**src/rtl/instruction_fetch_unit_if.sv**
```systemverilog
// Instruction memory read bus between the IF stage and the I-cache/memory.
// The fetch unit issues the request; the memory answers with data and busywait.
interface instruction_fetch_unit_if;
    logic [31:0] imem_addr;
    logic        imem_read;
    logic [31:0] imem_readdata;
    logic        imem_busywait;

    modport master (
        output imem_addr,
        output imem_read,
        input  imem_readdata,
        input  imem_busywait
    );

    modport slave (
        input  imem_addr,
        input  imem_read,
        output imem_readdata,
        output imem_busywait
    );
endinterface

```
**src/rtl/instruction_fetch_unit.sv**
```systemverilog
// RV32I instruction fetch stage: owns the PC, reads instruction memory over a
// read/busywait handshake and loads the IF/ID register. A one-entry hold buffer
// absorbs a word that completes while the hazard unit stalls, and a redirect
// that arrives mid-read waits for the in-flight read to drain before refetching.
module instruction_fetch_unit #(
    parameter logic [31:0] RESET_PC = 32'h0000_0000,
    parameter logic [31:0] NOP_INST = 32'h0000_0013
) (
    input  logic                      CLK,
    input  logic                      RESET,
    input  logic                      stall,
    input  logic                      redirect,
    input  logic [31:0]               redirect_pc,
    instruction_fetch_unit_if.master  bus,
    output logic [31:0]               if_id_pc,
    output logic [31:0]               if_id_inst,
    output logic                      if_id_valid,
    output logic [6:0]                opcode,
    output logic [2:0]                fun_3,
    output logic [6:0]                fun_7
);

    typedef enum logic [1:0] {
        FETCH = 2'd0,
        DRAIN = 2'd1,
        HOLD  = 2'd2
    } state_t;

    state_t      state_q, state_d;
    logic [31:0] pc_q, pc_d;
    logic [31:0] pending_q, pending_d;
    logic [31:0] hold_pc_q, hold_pc_d;
    logic [31:0] hold_inst_q, hold_inst_d;
    logic [31:0] if_id_pc_d, if_id_inst_d;
    logic        if_id_valid_d;
    logic        done;
    logic [31:0] target;

    // The memory shares RESET, so no request is presented while it is held.
    assign bus.imem_read = !RESET && (state_q != HOLD);
    assign bus.imem_addr = pc_q;
    assign done          = bus.imem_read && !bus.imem_busywait;
    // Fetch targets are word aligned; the low two bits are forced to zero.
    assign target        = redirect_pc & 32'hFFFF_FFFC;

    // Decoder-facing slices are zeroed for bubbles so the decoder sees its default case.
    assign opcode = if_id_valid ? if_id_inst[6:0]   : 7'b000_0000;
    assign fun_3  = if_id_valid ? if_id_inst[14:12] : 3'b000;
    assign fun_7  = if_id_valid ? if_id_inst[31:25] : 7'b000_0000;

    // Next-state logic: redirect beats stall in every state.
    always_comb begin
        state_d       = state_q;
        pc_d          = pc_q;
        pending_d     = pending_q;
        hold_pc_d     = hold_pc_q;
        hold_inst_d   = hold_inst_q;
        if_id_pc_d    = if_id_pc;
        if_id_inst_d  = if_id_inst;
        if_id_valid_d = if_id_valid;
        case (state_q)
            FETCH: begin
                if (redirect) begin
                    if_id_valid_d = 1'b0;
                    if (done) begin
                        pc_d = target;
                    end else begin
                        // The read in flight must finish before the new target is fetched.
                        pending_d = target;
                        state_d   = DRAIN;
                    end
                end else if (stall) begin
                    if (done) begin
                        hold_pc_d   = pc_q;
                        hold_inst_d = bus.imem_readdata;
                        state_d     = HOLD;
                    end
                end else if (done) begin
                    if_id_pc_d    = pc_q;
                    if_id_inst_d  = bus.imem_readdata;
                    if_id_valid_d = 1'b1;
                    pc_d          = pc_q + 32'd4;
                end else begin
                    if_id_valid_d = 1'b0;
                end
            end
            DRAIN: begin
                // The newest redirect target wins, even on the completing edge.
                if (done) begin
                    pc_d    = redirect ? target : pending_q;
                    state_d = FETCH;
                end else if (redirect) begin
                    pending_d = target;
                end
            end
            HOLD: begin
                if (redirect) begin
                    pc_d          = target;
                    if_id_valid_d = 1'b0;
                    state_d       = FETCH;
                end else if (!stall) begin
                    if_id_pc_d    = hold_pc_q;
                    if_id_inst_d  = hold_inst_q;
                    if_id_valid_d = 1'b1;
                    pc_d          = hold_pc_q + 32'd4;
                    state_d       = FETCH;
                end
            end
            default: begin
                state_d = FETCH;
            end
        endcase
    end

    // State register; reset also drops any outstanding read.
    always_ff @(posedge CLK) begin
        if (RESET) begin
            state_q     <= FETCH;
            pc_q        <= RESET_PC;
            pending_q   <= 32'h0000_0000;
            hold_pc_q   <= 32'h0000_0000;
            hold_inst_q <= 32'h0000_0000;
            if_id_pc    <= 32'h0000_0000;
            if_id_inst  <= NOP_INST;
            if_id_valid <= 1'b0;
        end else begin
            state_q     <= state_d;
            pc_q        <= pc_d;
            pending_q   <= pending_d;
            hold_pc_q   <= hold_pc_d;
            hold_inst_q <= hold_inst_d;
            if_id_pc    <= if_id_pc_d;
            if_id_inst  <= if_id_inst_d;
            if_id_valid <= if_id_valid_d;
        end
    end

endmodule

```
**src/flat_wrapper.sv**
```systemverilog
// flat-port wrapper written by rule: the top's interface ports become plain ports
module instruction_fetch_unit_flat 
#(
    parameter logic [31:0] RESET_PC = 32'h0000_0000,
    parameter logic [31:0] NOP_INST = 32'h0000_0013
)
  (CLK, RESET, stall, redirect, redirect_pc, if_id_pc, if_id_inst, if_id_valid, opcode, fun_3, fun_7, bus_imem_addr, bus_imem_read, bus_imem_readdata, bus_imem_busywait);
  instruction_fetch_unit_if bus_i ();
  input  logic CLK;
  input  logic RESET;
  input  logic stall;
  input  logic redirect;
  input  logic [31:0] redirect_pc;
  output logic [31:0] if_id_pc;
  output logic [31:0] if_id_inst;
  output logic if_id_valid;
  output logic [6:0] opcode;
  output logic [2:0] fun_3;
  output logic [6:0] fun_7;
  output wire logic [$bits(bus_i.imem_addr)-1:0] bus_imem_addr;
  output wire logic [$bits(bus_i.imem_read)-1:0] bus_imem_read;
  input wire logic [$bits(bus_i.imem_readdata)-1:0] bus_imem_readdata;
  input wire logic [$bits(bus_i.imem_busywait)-1:0] bus_imem_busywait;
  assign bus_imem_addr = bus_i.imem_addr;
  assign bus_imem_read = bus_i.imem_read;
  assign bus_i.imem_readdata = bus_imem_readdata;
  assign bus_i.imem_busywait = bus_imem_busywait;
  instruction_fetch_unit #(.RESET_PC(RESET_PC), .NOP_INST(NOP_INST)) u_core (.CLK(CLK), .RESET(RESET), .stall(stall), .redirect(redirect), .redirect_pc(redirect_pc), .bus(bus_i), .if_id_pc(if_id_pc), .if_id_inst(if_id_inst), .if_id_valid(if_id_valid), .opcode(opcode), .fun_3(fun_3), .fun_7(fun_7));
endmodule
```
**config.mk**
```make
export PLATFORM = sky130hd
export DESIGN_NAME = instruction_fetch_unit_flat
export DESIGN_NICKNAME = d
export VERILOG_FILES = /design/src/rtl/instruction_fetch_unit_if.sv /design/src/rtl/instruction_fetch_unit.sv /design/src/flat_wrapper.sv
export SDC_FILE = /design/constraint.sdc
export NUM_CORES = 1
export LEC_CHECK = 0
export ABC_AREA = 1
export CAP_MARGIN = 20
export CORE_AREA = 2 2 164 166
export CTS_BUF_LIST = sky130_fd_sc_hd__clkbuf_4
export DETAILED_ROUTE_END_ITERATION = 10
export DIE_AREA = 0 0 166 168
export DONT_BUFFER_PORTS = 1
export GPL_ROUTABILITY_DRIVEN = 0
export GPL_TIMING_DRIVEN = 0
export PLACE_DENSITY = 0.51
export SYNTH_ARGS = -nofsm -noshare
export SYNTH_HDL_FRONTEND = slang
export SYNTH_SLANG_ARGS = --single-unit
```
**constraint.sdc**
```tcl
create_clock -name CLK -period 4.6 [get_ports CLK]
set_input_delay 0.69 -clock CLK [delete_from_list [all_inputs] [get_ports CLK]]
set_output_delay 0.69 -clock CLK [all_outputs]
set_load 0.05 [all_outputs]
```
==> results.cfg <==
[critical_path]
slowest_stage = dfxtp_1
crit_buf_inv = 3
crit_top_cell = clkbuf_1
crit_arrival_ns = 2.90
critPathMaxStageDelay_ns = 0.67
r2r_start = u_core.bus.imem_addr[2]$_SDFFE_PP0P_
cp_cell_sequence = clkbuf_1 > clkbuf_1 > nand2_1 > inv_1
cp-startpoint = u_core.if_id_valid$_SDFFE_PP0P_
cp-end-kind = output port
crit_required_ns = 3.91
crit_type = register to output port
cp_top_family = buffers and inverters
cp_max_fo = 10
cp-start-kind = register

[clocking]
cts_tree = done
cts_resized = 0
cts.path.max_buffers = 2
root_buffer = clkbuf_4
postCtsHoldBufs = 0
clk_pin_slew_ns = 0.23
clk_latency_ns = 0.63
post_cts_buffers = 0
cts-htree-levels = 4
cts_made_buffers = 17
cts.sinks = 195

[power_and_ir_drop]
p_leak_uw = 0.00430
p_total_uw = 4140
peakVddDrop_uv = 179
cellPowerDensity_nw_per_um2 = 373

[floorplanning]
start_util_pct = 39.2
die_h_um = 168
core_area_um2 = 26400
fp-row-count = 60
fp.dieW_um = 166
dieArea_um2 = 27900
io_pins = 184

[synth]
synthesis.area_um2 = 10300
ys_seq_elements = 195
synthesis.nets = 1688
yosys.area.top_type_share_pct = 37.8
synth.avg_cell_area_um2 = 6.41
yosys.area.top_type = dfxtp_1
yosys_warnings = 0
yosysUniqueCellTypes = 38
ys_top_cells_by_area = dfxtp_1, nand2_1, o21ai_0
syn_inst = 1613
ys_seq_area_share_pct = 37.8

[placement]
dp_slack_ns = 1.67
dp.final_hpwl_um = 30800
io_buffers = 0

[detailed_routing]
vias = 10800
drtIter0Drc = 1061
drt_wl_total_um = 39700
drc = 0
viasPerCell = 5.42
wl_per_cell_um = 20.0
antenna_left = 0
dr.pass1.iters = 6

[global_routing]
grt_pass1_wl_um = 60500
grt_util_all_layers_pct = 28.0
antenna_found_initial = 1
grt_overflow = 0
grt_pass1_vias = 10100
grt_max_degree = 24

[timing]
rsz0062_at_grt = no
slew_headroom_pct = 36.8
setup_viol = 0
finalCriticalPeriod_ns = 3.59
setup-tns-final_ns = 0
hold_viol = 0
maxSlewViolCount = 0
max_clock_freq_mhz = 279
finClkSkew_ns = 0.0329
worst_slew_pin_slew_ns = 0.947
fin_ws_ns = 1.01
fin_crit_sh_pct = 78.0
whs_ns = 0.157

[hold_path]
hold_class = input port to register
min-delay-start = bus_imem_readdata[24]

[final_layout]
area_delta_synth_final_pct = 7.43
filler_cell_count = 2867
layout-drive-gt1-share_pct = 5.90
layout.nets = 1707
fin_util_pct = 42.1

[run_status]
run_status = complete, no violations

[run]
max-cap-violations = 0
cell type report:
class	count	area [µm²]	area share [%]
Clock buffer	17	128	1.15
Sequential cell	195	3900	35.2
Inverter	127	477	4.29
Tap cell	341	427	3.84
Buffer	102	444	4.00
Clock inverter	15	209	1.88
Multi-Input combinational cell	1189	5510	49.6
Antenna cell	2	5.00	0.0451
final timing paths:
kind | end | slack [ns] | cells past startpoint
min reg2reg | u_core.if_id_inst[26]$_SDFFE_PP0P_ | 0.46 | 2
max | fun_7[4] | 1.01 | 4
max reg2reg | u_core.bus.imem_addr[22]$_SDFFE_PP0P_ | 1.93 | 11
min | u_core.hold_inst_q[24]$_SDFFE_PP0P_ | 0.16 | 2
per-layer routing:
| metal | vias to the layer above | routed length, µm | GRT usage, % |
|---|---|---|---|
| met1 | 4922 | 18200 | 38.0 |
| met2 | 428 | 17700 | 44.8 |
| met5 | - | 0 | 0 |
| met4 | 0 | 800 | 7.15 |
| met3 | 51 | 3070 | 6.63 |
| li1 | 5378 | - | - |
power by group:
| group | switching [µW] | total, µW | leakage [µW] | internal (µW) |
|---|---|---|---|---|
| combinational | 526 | 765 | 0.00253 | 239 |
| sequential | 467 | 2310 | 0.00159 | 1840 |
| clock | 783 | 1070 | 0.000175 | 283 |
| total | 1780 | 4140 | 0.00430 | 2360 |
cells in the mapped netlist (all sizes together):
| library cell | instances |
|---|---|
| nand2 | 460 |
| a211oi | 3 |
| nand3 | 66 |
| and2 | 1 |
| o31ai | 1 |
| o21ai | 203 |
| o221ai | 6 |
| o2111ai | 5 |
| nand3b | 4 |
| o311ai | 4 |
| nor2 | 189 |
| o211ai | 1 |
| inv | 126 |
| ha | 6 |
| buf | 37 |
| a21boi | 1 |
| clkinv | 1 |
| o21bai | 2 |
| nand4 | 3 |
| nor3 | 3 |
| a221oi | 9 |
| a21oi | 144 |
| xnor2 | 1 |
| a31oi | 69 |
| clkbuf | 65 |
| or2 | 3 |
| xor2 | 5 |
| dfxtp | 195 |
per-stage QoR:
| step | instances | cell area, µm² |
|---|---|---|
| global route | 1988 | 11100 |
| global placement | 1954 | 10800 |
| CTS | 1986 | 11100 |
| detailed placement | 1954 | 10800 |
| finish | 1988 | 11100 |
| floorplan | 1613 | 10300 |
flip-flops by register name, summed over array words and instances, names as in the netlist:
name                  cells
u_core.pending_q         32
u_core.if_id_inst        32
u_core.hold_inst_q       32
u_core.state_q            2
u_core.bus.imem_addr     32
u_core.if_id_pc          32
u_core.if_id_valid        1
u_core.hold_pc_q         32
cells in the final DEF (no fill, tap or decap), types with 2 or more instances in the layout:
cell type	synthesis	final
nor2_1	174	174
o21bai_1	2	2
or2_2	3	3
clkbuf_4	0	17
o221ai_1	6	6
nor2_2	8	8
nor2_4	7	7
o21ai_0	198	198
ha_1	6	6
buf_6	2	2
a221oi_1	9	9
nand2_1	455	455
nand4_1	3	3
dfxtp_1	195	195
a21oi_1	144	144
nand3_1	66	66
clkbuf_1	63	63
o21ai_1	5	5
o311ai_0	4	4
nand2_2	4	4
clkbuf_2	2	2
diode_2	0	2
nand3b_1	4	4
nor3_1	3	3
inv_6	0	2
xor2_1	5	5
inv_2	5	5
buf_1	2	2
a31oi_1	69	69
inv_1	121	121
o2111ai_1	5	5
buf_2	32	32
inv_12	0	4
clkinv_8	0	5
a211oi_1	3	3
inv_8	0	4
kinds of logic after synthesis:
group                    Yosys count  synth area share (%)
flip-flops                       195                  37.8
XOR/XNOR                           6                 0.508
AND/OR/NAND/NOR                  729                  28.5
buffers and inverters            229                  8.91
AO/OA/AOI/OAI                    448                  23.6
adder cells (fa/ha/maj)            6                 0.726
Power figures use the tool's default switching activity.
